**src/rtl/arith_pkg.sv**
```systemverilog
// -----------------------------------------------------------------------------
// arith_pkg
// Shared arithmetic definitions for the small multiplier/adder slice.
//   MUL_W   : operand width of the shift-add multiplier (matches fa4_inst)
//   PROD_W  : product width
//   state_t : multiplier FSM encoding (2'd3 is illegal, recovers to IDLE)
//   pp_sel  : partial-product select (multiplier bit gates the multiplicand)
// -----------------------------------------------------------------------------
package arith_pkg;

   localparam int MUL_W  = 4;
   localparam int PROD_W = 8;

   typedef enum logic [1:0] {
      ST_IDLE = 2'd0,
      ST_RUN  = 2'd1,
      ST_DONE = 2'd2
   } state_t;

   // Partial product for one iteration: the multiplicand when the current
   // multiplier bit is set, otherwise zero.
   function automatic logic [MUL_W-1:0] pp_sel(input logic bit_i,
                                              input logic [MUL_W-1:0] mcand_i);
      logic [MUL_W-1:0] r;
      if (bit_i) begin
         r = mcand_i;
      end else begin
         r = 4'h0;
      end
      return r;
   endfunction

endpackage

```
**src/rtl/fa4_inst.sv**
```systemverilog
// -----------------------------------------------------------------------------
// fa4_inst
// 4-bit ripple-carry adder built from four full-adder stages.
//   a, b : 4-bit addends
//   ci   : carry in
//   s    : 4-bit sum
//   co   : carry out
// -----------------------------------------------------------------------------
module fa4_inst (
   input  logic [3:0] a,
   input  logic [3:0] b,
   input  logic       ci,
   output logic [3:0] s,
   output logic       co
);

   logic [4:0] carry_s;

   assign carry_s[0] = ci;

   genvar i;
   generate
      for (i = 0; i < 4; i++) begin : g_stage
         assign s[i]         = a[i] ^ b[i] ^ carry_s[i];
         assign carry_s[i+1] = (a[i] & b[i]) | (carry_s[i] & (a[i] ^ b[i]));
      end
   endgenerate

   assign co = carry_s[4];

endmodule

```
**src/rtl/mul4_seq.sv**
```systemverilog
// -----------------------------------------------------------------------------
// mul4_seq
// Sequential 4x4 unsigned shift-add multiplier. One add-and-shift per cycle
// through fa4_inst, four iterations, then the 8-bit product is published.
//   clk   : clock, rising edge
//   rst_n : asynchronous active-low reset
//   start : request, accepted in IDLE or DONE
//   a, b  : multiplicand / multiplier, captured when start is accepted
//   busy  : high while iterating (RUN)
//   done  : one-cycle pulse when p has just been updated
//   p     : product register, holds between completions
// -----------------------------------------------------------------------------
module mul4_seq
   import arith_pkg::*;
(
   input  logic       clk,
   input  logic       rst_n,
   input  logic       start,
   input  logic [3:0] a,
   input  logic [3:0] b,
   output logic       busy,
   output logic       done,
   output logic [7:0] p
);

   state_t     state_r;
   state_t     state_nx_s;

   logic [3:0] mcand_r;
   // Low 8 bits of the 9-bit accumulator; bit 8 is always zero after the
   // shift, so it is not stored.
   logic [7:0] acc_r;
   logic [1:0] cnt_r;
   logic       busy_r;
   logic       done_r;
   logic [7:0] p_r;

   logic       load_s;
   logic       step_s;
   logic       last_s;
   logic       busy_nx_s;
   logic       done_nx_s;

   logic [3:0] addend_s;
   logic [3:0] sum_s;
   logic       c_s;
   logic [7:0] acc_nx_s;

   // Shift-add datapath: upper accumulator nibble plus gated multiplicand.
   assign addend_s = pp_sel(acc_r[0], mcand_r);

   fa4_inst u_fa4 (
      .a  (acc_r[7:4]),
      .b  (addend_s),
      .ci (1'b0),
      .s  (sum_s),
      .co (c_s)
   );

   // Right shift of {c, sum, acc[3:0]}; the dropped LSB is the consumed
   // multiplier bit and the carry lands in bit 7.
   assign acc_nx_s = {c_s, sum_s, acc_r[3:1]};

   // State register.
   always_ff @(posedge clk or negedge rst_n) begin
      if (!rst_n) begin
         state_r <= ST_IDLE;
      end else begin
         state_r <= state_nx_s;
      end
   end

   // Next-state logic; the unused encoding falls back to IDLE.
   always_comb begin
      state_nx_s = ST_IDLE;
      case (state_r)
         ST_IDLE: begin
            if (start) begin
               state_nx_s = ST_RUN;
            end else begin
               state_nx_s = ST_IDLE;
            end
         end
         ST_RUN: begin
            if (cnt_r == 2'd3) begin
               state_nx_s = ST_DONE;
            end else begin
               state_nx_s = ST_RUN;
            end
         end
         ST_DONE: begin
            if (start) begin
               state_nx_s = ST_RUN;
            end else begin
               state_nx_s = ST_IDLE;
            end
         end
         default: begin
            state_nx_s = ST_IDLE;
         end
      endcase
   end

   // Control decode: operand load, iteration step, final iteration and the
   // next values of the registered status outputs.
   always_comb begin
      load_s    = 1'b0;
      step_s    = 1'b0;
      last_s    = 1'b0;
      busy_nx_s = (state_nx_s == ST_RUN);
      done_nx_s = (state_nx_s == ST_DONE);
      case (state_r)
         ST_IDLE: begin
            load_s = start;
         end
         ST_DONE: begin
            load_s = start;
         end
         ST_RUN: begin
            step_s = 1'b1;
            last_s = (cnt_r == 2'd3);
         end
         default: begin
            load_s = 1'b0;
         end
      endcase
   end

   // Operand, accumulator and iteration counter registers.
   always_ff @(posedge clk or negedge rst_n) begin
      if (!rst_n) begin
         mcand_r <= 4'h0;
         acc_r   <= 8'h00;
         cnt_r   <= 2'd0;
      end else if (load_s) begin
         mcand_r <= a;
         acc_r   <= {4'h0, b};
         cnt_r   <= 2'd0;
      end else if (step_s) begin
         acc_r   <= acc_nx_s;
         cnt_r   <= cnt_r + 2'd1;
      end else begin
         mcand_r <= mcand_r;
         acc_r   <= acc_r;
         cnt_r   <= cnt_r;
      end
   end

   // Product register: updated only on the final iteration.
   always_ff @(posedge clk or negedge rst_n) begin
      if (!rst_n) begin
         p_r <= 8'h00;
      end else if (last_s) begin
         p_r <= acc_nx_s;
      end else begin
         p_r <= p_r;
      end
   end

   // Registered status flags, aligned with the state they describe.
   always_ff @(posedge clk or negedge rst_n) begin
      if (!rst_n) begin
         busy_r <= 1'b0;
         done_r <= 1'b0;
      end else begin
         busy_r <= busy_nx_s;
         done_r <= done_nx_s;
      end
   end

   assign busy = busy_r;
   assign done = done_r;
   assign p    = p_r;

endmodule

```
**config.mk**
```make
export PLATFORM = sky130hd
export DESIGN_NAME = mul4_seq
export DESIGN_NICKNAME = d
export VERILOG_FILES = /design/src/rtl/arith_pkg.sv /design/src/rtl/fa4_inst.sv /design/src/rtl/mul4_seq.sv
export SDC_FILE = /design/constraint.sdc
export NUM_CORES = 1
export LEC_CHECK = 0
export CAP_MARGIN = 20
export CORE_MARGIN = 1
export CORE_UTILIZATION = 30
export DETAILED_ROUTE_END_ITERATION = 6
export PLACE_DENSITY = 0.61
export SLEW_MARGIN = 0
export SYNTH_ARGS = -nofsm -noshare
export SYNTH_HDL_FRONTEND = slang
export SYNTH_SLANG_ARGS = --single-unit
```
**constraint.sdc**
```tcl
create_clock -name clk -period 3.4 [get_ports clk]
set_input_delay 0.51 -clock clk [delete_from_list [all_inputs] [get_ports clk]]
set_output_delay 0.51 -clock clk [all_outputs]
set_load 0.01 [all_outputs]
```
==> flow_summary_export.csv <==
group,metric,value,unit
worst_setup_path,crit_fanout,6,
power_and_ir_drop,p_sw,0.434,mW
synth,yosys_most_used_dff,"dfrtp_1",
sta,finalSetupTns,0,ns
synth,synth.avg_cell_area,13.6,um^2
clock_network,path_clk_slew,0.09,ns
sta,setup_ws,1.06,ns
sta,setup_viol,0,
min_path,min-delay-path-class,"register to register",
placed_design,place_area,1470,um^2
floorplan,dieArea,4350,um^2
global_route,met2_usage,20.2,%
sta,tightest_slew,0.582,ns
sta,clock-skew-final,0.00351,ns
clock_network,tritoncts,"built",
global_route,grt_use_total,11.9,%
drt,via_per_inst,4.60,
sta,slew_viol_final,0,
clock_network,ctsResizeCount,0,
sta,fmax,0.427,GHz
synth,ys_seq_area_share,53.1,%
sta,fin_crit_sh,68.8,%
global_route,antenna_found_initial,0,
cells_and_area,diodes,0,
power_and_ir_drop,p_comb_share,42.3,%
floorplan,die_x,65.9,um
synth,syn_inst,90,
worst_setup_path,worst_setup_path_start_kind,"register",
global_route,grt_pass1_vias,814,
power_and_ir_drop,seq_power_share,44.3,%
power_and_ir_drop,pwr-share-clk,13.4,%
synth,ys_warn_count,0,
clock_network,cts_hold_buf,0,
synth,syn_nets,106,
clock_network,clkLatencyLatePin,0.27,ns
synth,ys_types,21,
placed_design,dp.cells,155,
power_and_ir_drop,power.density,866,nW/um^2
drt,drtIter0Drc,15,
power_and_ir_drop,p_int,0.874,mW
floorplan,row_count,22,
clock_network,h-tree-depth,1,
power_and_ir_drop,sw_frac_of_total,33.2,%
cells_and_area,n_fill_cell,382,
placed_design,dp_hpwl,1530,um
sta,rsz0062_at_grt,"false",
global_route,gr-usage-met1,14.4,%
drt,drtAntennaViolNets,0,
floorplan,pin_count,21,
cells_and_area,stdcell_area,1510,um^2
clock_network,cts_buffers,3,
cells_and_area,final_core_utilization,39.8,%
drt,totalWireLength,2180,um
global_route,grt_pass1_wl,3770,um
synth,synth_edf_count,0,
drt,firstDrtPassIters,4,
worst_setup_path,required,3.62,ns
synth,async_flop_share,100,%
clock_network,cts_setup_buffers,0,
worst_setup_path,arrival,2.56,ns
clock_network,cts-root-buf,"clkbuf_8",
global_route,grt_max_degree,27,
drt,drc,0,
sta,hold_slack,0.495,ns
drt,wl_per_cell,13.8,um
global_route,overflow,0,
placed_design,place_ws,1.07,ns
sta,hold_viol,0,
cells_and_area,fin_cells,158,
power_and_ir_drop,power,1.31,mW
global_route,met3_usage,1.90,%
placed_design,gp_congestion,0.715,
floorplan,floorplan.initialDensity,32.3,%
synth,synth-seq-cells,26,
synth,yosys.cell_count.top_type,"dfrtp_1",
status,status,"finished, final reports clean",
synth,yosysTopAreaCell,"dfrtp_1",
worst_setup_path,critical_path_class,"register to register",
cells_and_area,drive_above_1_share,11.8,%
drt,vias,727,
sta,slew_headroom,61.1,%
placed_design,io_buffers,20,
sta,finalWorstPathRequiredPeriod,2.34,ns
floorplan,dieHeight,65.9,um
synth,synth_area_leaders,"dfrtp_1, mux2i_1, mux2_2, mux2_1, fa_1",
power_and_ir_drop,power_leakage,0.695,nW
clock_network,clock_sinks,26,
synth,synth_area,1230,um^2
global_route,grt-busiest-layer,"met2",
run,cap_violations,0,
floorplan,coreArea,3800,um^2
worst_setup_path,endpoint_kind,"register",
cells_and_area,syn_to_final_growth,23.2,%
clock_network,cts_max_path_buffers,2,
synth,synth.top_cells.by_count,"dfrtp_1, mux2i_1, mux2_2",
cells_and_area,nNetsFinal,128,
power_and_ir_drop,vdd_ir_drop_max,0.253,mV
worst_setup_path,ff2ff_setup_slack,1.06,ns
synth,synth_top_cell_area_share,53.1,%
worst max-delay path: stages, from the launching register on:
cell	delay [ns]
dfrtp_1	0.43
and2_1	0.18
ha_1	0.18
fa_1	0.38
fa_1	0.37
inv_1	0.08
fa_1	0.42
nand2b_1	0.09
a32o_1	0.15
path summary, 6_finish.rpt:
check                         start  endpoint  cells after the start
hold reg to reg                p[2]      p[2]                      1
max in group asynchronous     rst_n      p[0]                      2
setup / recovery           acc_r[0]  acc_r[6]                      8
min in group asynchronous     rst_n      done                      2
hold / removal                 p[2]      p[2]                      1
setup reg to reg           acc_r[0]  acc_r[6]                      8
registers in the layout, indices dropped and copies added, names as in the netlist:
register,cells
acc_r,8
busy,1
state_r,2
done,1
cnt_r,2
mcand_r,4
p,8
power groups by stage:
stage	Clock (mW)	Sequential [mW]	Combinational (mW)
4_1_cts	0.179	0.582	0.568
5_1_grt	0.194	0.607	0.618
6_report	0.175	0.579	0.553
3_3_place_gp	0	0.586	0.538
2_1_floorplan	0	0.558	0.385
3_5_place_dp	0	0.589	0.562
cell usage in the layout (no fill, tap or decap):
cell,instances
inv_1,6
dfrtp_1,26
mux2_1,6
xnor2_1,1
a21o_1,1
mux2_2,7
mux2i_1,14
fa_1,3
and2_1,3
buf_4,1
nor2_1,1
clkdlybuf4s50_1,20
ha_1,2
nand2_1,1
and2b_1,1
clkbuf_8,3
a32o_1,2
or2_2,2
nor3b_1,2
a22o_1,3
nand3b_1,1
nand2b_1,4
cell families after synthesis:
logic type	after synthesis	synth area share, %
xor gates and xnor gates	1	0.714
adders and majority gates	5	6.94
buffers and inverters	10	3.88
DFF	26	53.1
and+or+nand+nor	15	7.65
AOI/OAI and AO/OA	6	4.39
muxes	27	23.4
cell type report:
type,count,area [um^2],area share [%]
inverters,6,22.5,1.49
flip-flops and latches,26,651,43.1
repair buffers,21,208,13.8
clock buffers,3,41.3,2.73
well taps,48,60.1,3.98
multi-input cells,54,528,35.0
routing by layer:
layer | wire length [um] | vias up
li1 | - | 349
met1 | 1020 | 361
met2 | 1050 | 12
met3 | 56 | 5
met4 | 55 | 0
met5 | 0 | -
Power figures use the tool's default switching activity.
